--- src/rtl/program_loader_pkg.sv ---
`default_nettype none
// +----------------------------------------------------------------------+
// | program_loader_pkg                                                    |
// | Shared types and constants for the byte-stream program loader.        |
// | Rev 1.0 - initial release                                             |
// +----------------------------------------------------------------------+
package program_loader_pkg;

   // Parser state encoding
   typedef enum logic [2:0] {
      ST_IDLE   = 3'd0,
      ST_LEN_LO = 3'd1,
      ST_LEN_HI = 3'd2,
      ST_DATA   = 3'd3,
      ST_CSUM   = 3'd4,
      ST_DONE   = 3'd5,
      ST_ERROR  = 3'd6
   } state_e;

   // Default frame start byte
   localparam logic [7:0] DEFAULT_MAGIC = 8'hA5;

   // States in which a frame is in progress and the idle watchdog runs
   function automatic logic in_frame(input state_e s);
      return (s == ST_LEN_LO) || (s == ST_LEN_HI) || (s == ST_DATA) || (s == ST_CSUM);
   endfunction

endpackage
`default_nettype wire

--- src/rtl/program_loader_word_assembler.sv ---
`default_nettype none
// +----------------------------------------------------------------------+
// | word_assembler                                                        |
// | Packs payload bytes little-endian into 32-bit words, keeps the byte   |
// | lane index and the running XOR of all payload bytes.                  |
// | Rev 1.0 - initial release                                             |
// +----------------------------------------------------------------------+
module word_assembler (
   input  logic        clk_i,
   input  logic        rst_ni,
   input  logic        clear_i,
   input  logic        byte_valid_i,
   input  logic [7:0]  byte_i,
   output logic [31:0] word_o,
   output logic        word_done_o,
   output logic [7:0]  xor_o
);

   logic [1:0]  byte_idx_q, byte_idx_d;
   logic [23:0] lanes_q, lanes_d;
   logic [7:0]  xor_q, xor_d;

   // Lane fill, byte index advance and checksum accumulation
   always_comb begin
      byte_idx_d = byte_idx_q;
      lanes_d    = lanes_q;
      xor_d      = xor_q;
      if (clear_i) begin
         byte_idx_d = 2'd0;
         lanes_d    = 24'd0;
         xor_d      = 8'd0;
      end else if (byte_valid_i) begin
         byte_idx_d = byte_idx_q + 2'd1;
         xor_d      = xor_q ^ byte_i;
         case (byte_idx_q)
            2'd0:    lanes_d[7:0]   = byte_i;
            2'd1:    lanes_d[15:8]  = byte_i;
            2'd2:    lanes_d[23:16] = byte_i;
            default: lanes_d        = lanes_q;
         endcase
      end
   end

   // Assembler state registers
   always_ff @(posedge clk_i or negedge rst_ni) begin
      if (!rst_ni) begin
         byte_idx_q <= 2'd0;
         lanes_q    <= 24'd0;
         xor_q      <= 8'd0;
      end else begin
         byte_idx_q <= byte_idx_d;
         lanes_q    <= lanes_d;
         xor_q      <= xor_d;
      end
   end

   // The top lane is the byte on the bus, so the word is complete on the accepting edge
   assign word_o      = {byte_i, lanes_q};
   assign word_done_o = byte_valid_i && !clear_i && (byte_idx_q == 2'd3);
   assign xor_o       = xor_q;

endmodule
`default_nettype wire

--- src/rtl/program_loader.sv ---
`default_nettype none
// +----------------------------------------------------------------------+
// | program_loader                                                        |
// | Parses MAGIC/LEN/payload/CSUM byte frames, writes 32-bit words into   |
// | program memory and holds the CPU in reset until an image verifies.    |
// | Rev 1.0 - initial release                                             |
// +----------------------------------------------------------------------+
module program_loader
   import program_loader_pkg::*;
#(
   parameter int unsigned ADDR_WIDTH = 8,
   parameter int unsigned TIMEOUT    = 1024,
   parameter logic [7:0]  MAGIC      = DEFAULT_MAGIC
) (
   input  logic                  clk_i,
   input  logic                  rst_ni,
   input  logic                  in_valid_i,
   output logic                  in_ready_o,
   input  logic [7:0]            in_data_i,
   output logic                  mem_we_o,
   output logic [ADDR_WIDTH-1:0] mem_addr_o,
   output logic [31:0]           mem_wdata_o,
   output logic                  cpu_reset_o,
   output logic                  done_o,
   output logic                  error_o
);

   // Word index is one bit wider so a full-capacity image never wraps
   localparam int unsigned IDX_W    = ADDR_WIDTH + 1;
   localparam int unsigned IDLE_W   = $clog2(TIMEOUT + 1);
   localparam logic [31:0] CAPACITY = 32'd1 << ADDR_WIDTH;

   state_e                  state_q, state_d;
   logic                    in_ready_q;
   logic [15:0]             len_q, len_d;
   logic [IDX_W-1:0]        word_idx_q, word_idx_d;
   logic [IDLE_W-1:0]       idle_q, idle_d;
   logic                    mem_we_q, mem_we_d;
   logic [ADDR_WIDTH-1:0]   mem_addr_q, mem_addr_d;
   logic [31:0]             mem_wdata_q, mem_wdata_d;

   logic                    w_xfer;
   logic                    w_start;
   logic                    w_data_byte;
   logic                    w_word_done;
   logic [31:0]             w_word;
   logic [7:0]              w_xor;
   logic [15:0]             w_len_new;
   logic                    w_len_bad;
   logic                    w_last_word;

   assign w_xfer      = in_valid_i && in_ready_q;
   // MAGIC only starts a frame where the parser is not inside one
   assign w_start     = w_xfer && (in_data_i == MAGIC) &&
                        ((state_q == ST_IDLE) || (state_q == ST_DONE) || (state_q == ST_ERROR));
   assign w_data_byte = w_xfer && (state_q == ST_DATA);
   assign w_len_new   = {in_data_i, len_q[7:0]};
   assign w_len_bad   = (w_len_new == 16'd0) || (32'(w_len_new) > CAPACITY);
   assign w_last_word = (32'(word_idx_q) + 32'd1) == 32'(len_q);

   word_assembler u_word_assembler (
      .clk_i        (clk_i),
      .rst_ni       (rst_ni),
      .clear_i      (w_start),
      .byte_valid_i (w_data_byte),
      .byte_i       (in_data_i),
      .word_o       (w_word),
      .word_done_o  (w_word_done),
      .xor_o        (w_xor)
   );

   // Next-state, length check, memory write request and idle watchdog
   always_comb begin
      state_d     = state_q;
      len_d       = len_q;
      word_idx_d  = word_idx_q;
      idle_d      = idle_q;
      mem_we_d    = 1'b0;
      mem_addr_d  = mem_addr_q;
      mem_wdata_d = mem_wdata_q;

      case (state_q)
         ST_IDLE, ST_DONE, ST_ERROR: begin
            if (w_start) begin
               state_d    = ST_LEN_LO;
               word_idx_d = '0;
            end
         end
         ST_LEN_LO: begin
            if (w_xfer) begin
               len_d[7:0] = in_data_i;
               state_d    = ST_LEN_HI;
            end
         end
         ST_LEN_HI: begin
            if (w_xfer) begin
               len_d[15:8] = in_data_i;
               word_idx_d  = '0;
               state_d     = w_len_bad ? ST_ERROR : ST_DATA;
            end
         end
         ST_DATA: begin
            if (w_word_done) begin
               mem_we_d    = 1'b1;
               mem_addr_d  = word_idx_q[ADDR_WIDTH-1:0];
               mem_wdata_d = w_word;
               word_idx_d  = word_idx_q + IDX_W'(1);
               if (w_last_word) begin
                  state_d = ST_CSUM;
               end
            end
         end
         ST_CSUM: begin
            if (w_xfer) begin
               state_d = (in_data_i == w_xor) ? ST_DONE : ST_ERROR;
            end
         end
         default: state_d = ST_IDLE;
      endcase

      // A transfer always clears the watchdog, so it wins over an expiring count
      if (in_frame(state_q)) begin
         if (w_xfer) begin
            idle_d = '0;
         end else if (idle_q == IDLE_W'(TIMEOUT - 1)) begin
            idle_d  = '0;
            state_d = ST_ERROR;
         end else begin
            idle_d = idle_q + IDLE_W'(1);
         end
      end else begin
         idle_d = '0;
      end
   end

   // State and datapath registers
   always_ff @(posedge clk_i or negedge rst_ni) begin
      if (!rst_ni) begin
         state_q     <= ST_IDLE;
         len_q       <= 16'd0;
         word_idx_q  <= '0;
         idle_q      <= '0;
         mem_we_q    <= 1'b0;
         mem_addr_q  <= '0;
         mem_wdata_q <= 32'd0;
      end else begin
         state_q     <= state_d;
         len_q       <= len_d;
         word_idx_q  <= word_idx_d;
         idle_q      <= idle_d;
         mem_we_q    <= mem_we_d;
         mem_addr_q  <= mem_addr_d;
         mem_wdata_q <= mem_wdata_d;
      end
   end

   // Ready comes up one clock after reset release and stays up
   always_ff @(posedge clk_i or negedge rst_ni) begin
      if (!rst_ni) begin
         in_ready_q <= 1'b0;
      end else begin
         in_ready_q <= 1'b1;
      end
   end

   assign in_ready_o  = in_ready_q;
   assign mem_we_o    = mem_we_q;
   assign mem_addr_o  = mem_addr_q;
   assign mem_wdata_o = mem_wdata_q;
   assign done_o      = (state_q == ST_DONE);
   assign error_o     = (state_q == ST_ERROR);
   assign cpu_reset_o = (state_q != ST_DONE);

endmodule
`default_nettype wire

--- config.mk ---
export PLATFORM = sky130hd
export DESIGN_NAME = program_loader
export DESIGN_NICKNAME = d
export VERILOG_FILES = /design/src/rtl/program_loader_pkg.sv /design/src/rtl/program_loader_word_assembler.sv /design/src/rtl/program_loader.sv
export SDC_FILE = /design/constraint.sdc
export NUM_CORES = 1
export LEC_CHECK = 0
export ABC_AREA = 1
export ABC_CLOCK_PERIOD_IN_PS = 2300
export BUFFER_PORTS_ARGS = -buffer_cell sky130_fd_sc_hd__buf_4
export CAP_MARGIN = 10
export CORE_AREA = 5 5 135 137
export DETAILED_ROUTE_END_ITERATION = 7
export DIE_AREA = 0 0 140 142
export GPL_ROUTABILITY_DRIVEN = 0
export SLEW_MARGIN = 20
export SYNTH_ARGS = -nofsm -noshare
export SYNTH_HDL_FRONTEND = slang
export SYNTH_HIERARCHICAL = 1
export SYNTH_SLANG_ARGS = --single-unit
--- constraint.sdc ---
create_clock -name clk_i -period 2.3 [get_ports clk_i]
set_input_delay 0.345 -clock clk_i [delete_from_list [all_inputs] [get_ports clk_i]]
set_output_delay 0.345 -clock clk_i [all_outputs]
set_load 0.01 [all_outputs]
==> results of run 1 <==
[placed cells by master (no fill, tap or decap), drive strengths merged]
| cell | n |
|---|---|
| nor4 | 3 |
| nor3 | 7 |
| o21a | 1 |
| clkbuf | 22 |
| nand3 | 65 |
| conb | 1 |
| buf | 74 |
| nand4 | 4 |
| a31oi | 1 |
| dfrtp | 115 |
| o211ai | 1 |
| clkinv | 1 |
| o31ai | 2 |
| and3 | 1 |
| a21oi | 16 |
| ha | 6 |
| or2 | 4 |
| nand3b | 1 |
| bufinv | 3 |
| xor2 | 2 |
| and2b | 1 |
| inv | 61 |
| nor3b | 1 |
| nand2 | 256 |
| xnor2 | 5 |
| a211o | 1 |
| dlygate4sd3 | 1 |
| o21ai | 30 |
| nor2 | 63 |
| clkinvlp | 1 |
| o22ai | 5 |
[layer usage]
metal | part of all wire | vias up | routed length (um) | GRT usage
met5 | 0 | - | 0 | 0
met4 | 0.019 | 0 | 240 | 0.0464
met3 | 0.055 | 15 | 710 | 0.0470
met2 | 0.45 | 89 | 5810 | 0.205
met1 | 0.47 | 2068 | 6060 | 0.189
li1 | - | 2274 | - | -
[worst paths after layout]
kind                       depth (start not counted)                     endpoint  slack, ns                       start
max in group asynchronous                          3          idle_q[5]$_DFF_PN0_       1.24                      rst_ni
min                                                3        len_q[15]$_DFFE_PN0P_       0.22                in_data_i[7]
min reg2reg                                        2   mem_wdata_o[9]$_DFFE_PN0P_       0.48  mem_wdata_o[9]$_DFFE_PN0P_
max                                               13    word_idx_q[7]$_DFFE_PN0P_       0.21        state_q[1]$_DFF_PN0_
max reg2reg                                       13    word_idx_q[7]$_DFFE_PN0P_       0.21        state_q[1]$_DFF_PN0_
min in group asynchronous                          2  mem_wdata_o[11]$_DFFE_PN0P_       0.41                      rst_ni
[cell families (layout without fill, tap and decap cells)]
group                    count (synthesis)  count (layout)  share of synthesized area
AO/OA/AOI/OAI                           57              57                     0.0578
XOR/XNOR                                 7               7                     0.0113
adder cells (fa/ha/maj)                  6               6                     0.0138
buffers and inverters                   86             163                     0.0771
flip-flops                             115             115                      0.529
other                                    1               1                   0.000690
AND/OR/NAND/NOR                        406             406                      0.310
[repair_timing]
item / 4_1_cts / 5_1_grt
gates resized for setup: 0 / 1
endpoints found under the setup margin: 0 / 11
hold buffers: 1 / 0
buffers inserted: 0 / 1
endpoints found under the hold margin: 28 / 0
[tightest hold or removal path: stages]
cell and delay [ns]:
buf_4 0.08, inv_1 0.05, o21ai_1 0.12
[metrics by stage]
step / hold slack [ns] / util / instance area (um2) / power, W
6_report: 0.220 / 0.397 / 6720 / 0.00560
5_1_grt: 0.215 / 0.397 / 6720 / 0.00589
4_1_cts: 0.203 / 0.395 / 6700 / 0.00561
3_5_place_dp: 0.304 / 0.360 / 6100 / 0.00294
3_3_place_gp: 0.309 / 0.360 / 6100 / 0.00293
2_1_floorplan: 0.0494 / - / 5440 / 0.00269
[sequential cells by signal (all words and copies together) (netlist names), 2 cells and up]
register                     count
state_q                          3
u_word_assembler/byte_idx_q      2
len_q                           16
u_word_assembler/lanes_q        24
idle_q                          11
u_word_assembler/xor_o           8
mem_wdata_o                     32
word_idx_q                       9
mem_addr_o                       8
[power by group]
group	internal (W)	switching [W]
logic	0.000278	0.000452
registers	0.00214	0.0000935
clock network	0.00178	0.000852
total	0.00420	0.00140
[synthesized netlist by cell type, drive strengths merged]
| cell | n |
|---|---|
| nor2 | 63 |
| ha | 6 |
| buf | 17 |
| o21a | 1 |
| a31oi | 1 |
| and2b | 1 |
| clkbuf | 8 |
| inv | 61 |
| nand3b | 1 |
| a21oi | 16 |
| o22ai | 5 |
| o21ai | 30 |
| and3 | 1 |
| nand2 | 256 |
| o31ai | 2 |
| nor3 | 7 |
| xor2 | 2 |
| nand4 | 4 |
| dfrtp | 115 |
| nand3 | 65 |
| conb | 1 |
| o211ai | 1 |
| a211o | 1 |
| nor3b | 1 |
| or2 | 4 |
| xnor2 | 5 |
| nor4 | 3 |
[layout make-up]
cell class,instances,area [um2]
Fill cell,1749,10200
Sequential cell,115,2880
Multi-Input combinational cell,477,2140
Timing Repair Buffer,75,607
Clock buffer,22,484
Tap cell,225,282
Inverter,61,229
Clock inverter,5,103
==> flow_metrics.tcl, run 1 <==
set metrics [dict create \
    dpl.cell_count 951 \
    instances_no_fill 980 \
    rsz0062_at_grt "no" \
    path_buf_inv 3 \
    cp.arrival_ns 2.42 \
    ys_ff_latch 115 \
    crit_family "compound AO/OA/AOI/OAI gates" \
    worstPathRequired_ns 2.63 \
    routed_wirelength_mm 12.8 \
    synth_top_area_frac 0.529 \
    port_buffers 55 \
    drive_above_1_share 0.159 \
    syn2layout_area_growth_pct 23.6 \
    cp_max_fo 9 \
    grt_max_degree 53 \
    fin_crit_ns 2.09 \
    synth.avg_cell_area_um2 8.02 \
    synthTopCellsByArea "dfrtp_1, nand2_1, nand3_1, nor2_1, inv_1" \
    die_area_mm2 0.0199 \
    io_pins 56 \
    htree_levels 4 \
    route.detailed.drc 0 \
    path_clk_slew_ns 0.05 \
    cap_violations 0 \
    timing.critical_path.mode_cell "nor2_1" \
    vias 4446 \
    start_util 0.321 \
    fmax_ghz 0.479 \
    drtIter0Drc 333 \
    power_leakage_nw 3.54 \
    status "finished, final reports clean" \
    fin_setup_tns_ns 0 \
    diodes 0 \
    finalCritPeriodShare 0.907 \
    powerDensity_mw_per_mm2 833 \
    die_w_um 140 \
    crit_type "reg2reg" \
    cts_made_buffers 17 \
    setup_viol 0 \
    yosys_warnings 6 \
    netlist_instances 678 \
    rows 48 \
    coreArea_mm2 0.0169 \
    ir_worst_vdd_uv 568 \
    cts_tree "yes" \
    slowest_delay_ns 0.42 \
    wl_per_cell_um 13.1 \
    insertion_delay_ns 0.41 \
    worstSetupEndpointType "flip-flop" \
    cts_buffer_depth 2 \
    clock-sinks 115 \
    antenna_left 0 \
    finClkSkew_ns 0.00637 \
    cts-root-buf "clkbuf_16" \
    ys_types 40 \
    postSynthNetCount 695 \
    pre_cts_slack_ns 0.121 \
    grt_pass1_wl_mm 21.8 \
    synth-seq-area-share 0.529 \
    slew_viol_final 0 \
    fin_ws_ns 0.214 \
    cp_cell_sequence "nor2_1 > nor2_1 > o21ai_2 > and2b_1 > inv_2 > nand2_1 > nor2_1 > nand2_2 > inv_2 > o31ai_1 > a21oi_2 > buf_12 > o22ai_1" \
    yosys.area.top_type "dfrtp_1" \
    overflow 0 \
    dp_hpwl_mm 9.15 \
    viasPerCell 4.54 \
    die_h_um 142 \
    antenna_found_initial 0 \
    netlist_area_mm2 0.00544 \
    layout.nets 764 \
    grtUsageTotal 0.138 \
    hold_viol_final 0 \
    grt_pass1_vias 4362 \
    start_kind "flip-flop" \
    critPathSlowestCell "dfrtp_1" \
    hold_class "in2reg" \
    first_pass_iters 6 \
]
(Power assumes the default switching activity.)
==> run 2: changes to the inputs <==
- BUFFER_PORTS_ARGS: -buffer_cell sky130_fd_sc_hd__buf_4 -> -buffer_cell sky130_fd_sc_hd__clkbuf_2
==> run 2 against run 1 <==
Net effect: final cell count rose by 0.51%; maximum frequency fell by 1.1%; sequential power barely moved; die area did not move; critical endpoint is now word_idx_q[6]$_DFFE_PN0P_.
==> flow_metrics.tcl, run 2 (same netlist as run 1, synthesis figures left out) <==
set metrics [dict create \
    status "finished, final reports clean" \
    met1_usage 0.191 \
    routed_wirelength_mm 13.2 \
    viasPerCell 4.56 \
    powerDensity_mw_per_mm2 815 \
    power_leakage_nw 3.48 \
    crit_family "compound AO/OA/AOI/OAI gates" \
    port_buffers 55 \
    antenna_found_initial 0 \
    fmax_ghz 0.474 \
    die_area_mm2 0.0199 \
    cp.arrival_ns 2.44 \
    fin_crit_ns 2.11 \
    nFillCells 1762 \
    worstPathRequired_ns 2.63 \
    worstSetupEndpointType "flip-flop" \
    coreArea_mm2 0.0169 \
    hold_depth 3 \
    setup_viol 0 \
    dpl.cell_count 951 \
    hold_class "in2reg" \
    die_h_um 142 \
    final_common_cell "nand2_1" \
    cts-root-buf "clkbuf_16" \
    layout_common_cells "nand2_1, dfrtp_1, nand3_1, nor2_1, inv_1" \
    critPathSlowestCell "dfrtp_2" \
    syn2layout_area_growth_pct 20.7 \
    timing.critical_path.mode_cell "nor2_1" \
    overflow 0 \
    path_clk_slew_ns 0.05 \
    path_buf_inv 3 \
    slowest_delay_ns 0.43 \
    layout.nets 764 \
    grt_pass1_vias 4456 \
    die_w_um 140 \
    reg2reg_depth 13 \
    post_dp_cell_area_mm2 0.00598 \
    clock-sinks 115 \
    cts_tree "yes" \
    finClkSkew_ns 0.00838 \
    ir_worst_vdd_uv 675 \
    insertion_delay_ns 0.41 \
    grt_max_degree 53 \
    busiest_layer "met2" \
    dp_hpwl_mm 9.08 \
    total_power_w 0.00535 \
    drtIter0Drc 392 \
    finalCritPeriodShare 0.917 \
    instances_no_fill 985 \
    cp_max_fo 9 \
    met2_usage 0.215 \
    io_pins 56 \
    antenna_left 0 \
    postLayoutCoreUtil 0.388 \
    wl_per_cell_um 13.4 \
    grt_pass1_wl_mm 22.3 \
    whs_ns 0.230 \
    diodes 0 \
    rows 48 \
    cap_violations 0 \
    slew_viol_final 0 \
    cts_made_buffers 17 \
    hold_viol_final 0 \
    drive_above_1_share 0.163 \
    htree_levels 4 \
    grtUsageTotal 0.139 \
    first_pass_iters 6 \
    crit_cells 13 \
    grt_use_met3 0.0292 \
    crit_type "reg2reg" \
    vias 4491 \
    stdcell_area_mm2 0.00656 \
    cts_buffer_depth 2 \
    start_kind "flip-flop" \
    largest_register_ffs 32 \
    cp_cell_sequence "nor2_1 > nor2_1 > o21ai_2 > and2b_1 > inv_2 > nand2_1 > nor2_1 > nand2_2 > inv_2 > o31ai_4 > a21oi_4 > buf_12 > o22ai_1" \
    start_util 0.321 \
    route.detailed.drc 0 \
]
## run 2: cell count changes in the layout (fill, tap and decap cells not counted), moves of 2 or more
cell | before | now
clkbuf_8 | 4 | 2
clkbuf_2 | 0 | 54
clkbuf_1 | 1 | 4
bufinv_16 | 3 | 0
buf_4 | 70 | 15
clkinv_4 | 0 | 2
clkinv_2 | 1 | 5
## run 2: layout make-up
| cell class | count | area [um2] | area share |
|---|---|---|---|
| inverter | 61 | 229 | 0.0349 |
| clock inverter | 9 | 57.6 | 0.00877 |
| timing repair buffer | 75 | 488 | 0.0743 |
| tap | 225 | 282 | 0.0429 |
| sequential | 115 | 2880 | 0.439 |
| clock buffer | 23 | 468 | 0.0713 |
| multi-input combinational | 477 | 2160 | 0.329 |
## run 2: repair_timing
action	CTS	global route
endpoints found under the hold margin	34	0
buffers inserted	0	1
hold buffers	1	0
endpoints found under the setup margin	0	28
resized for setup	0	6
## run 2: worst paths after layout
check                                                   startpoint                          end  slack (ns)
setup / recovery                              state_q[1]$_DFF_PN0_    word_idx_q[6]$_DFFE_PN0P_        0.19
hold / removal                                        in_data_i[7]        len_q[15]$_DFFE_PN0P_        0.23
setup reg to reg                              state_q[1]$_DFF_PN0_    word_idx_q[6]$_DFFE_PN0P_        0.19
hold reg to reg            u_word_assembler/lanes_q[9]$_DFFE_PN0P_   mem_wdata_o[9]$_DFFE_PN0P_        0.47
max in group asynchronous                                   rst_ni         state_q[1]$_DFF_PN0_        1.23
min in group asynchronous                                   rst_ni  mem_wdata_o[11]$_DFFE_PN0P_        0.45
## run 2: where the power goes
| part | switching, W | internal [W] |
|---|---|---|
| Sequential | 0.0000919 | 0.00214 |
| Combinational | 0.000482 | 0.000290 |
| Clock | 0.000918 | 0.00142 |
| Total | 0.00149 | 0.00386 |
## run 2: metal layers
metal | up-vias | part of all wire
li1 | 2286 | -
met1 | 2095 | 0.47
met2 | 104 | 0.47
met3 | 6 | 0.055
met4 | 0 | 0.0055
met5 | - | 0
## run 2: stage by stage
stage	setup TNS, ns	setup WS [ns]
finish	0	0.190
CTS	0	0.105
global route	-0.0118	-0.00811
floorplan	0	0.119
global placement	0	0.198
detailed placement	0	0.128
## run 2: worst register-to-register path, cell delays in order (launching register included)
cell and delay [ns]:
dfrtp_2 0.43, nor2_1 0.16, nor2_1 0.09, o21ai_2 0.25, and2b_1 0.20, inv_2 0.04, nand2_1 0.06, nor2_1 0.06
nand2_2 0.10, inv_2 0.07, o31ai_4 0.25, a21oi_4 0.06, buf_12 0.15, o22ai_1 0.12
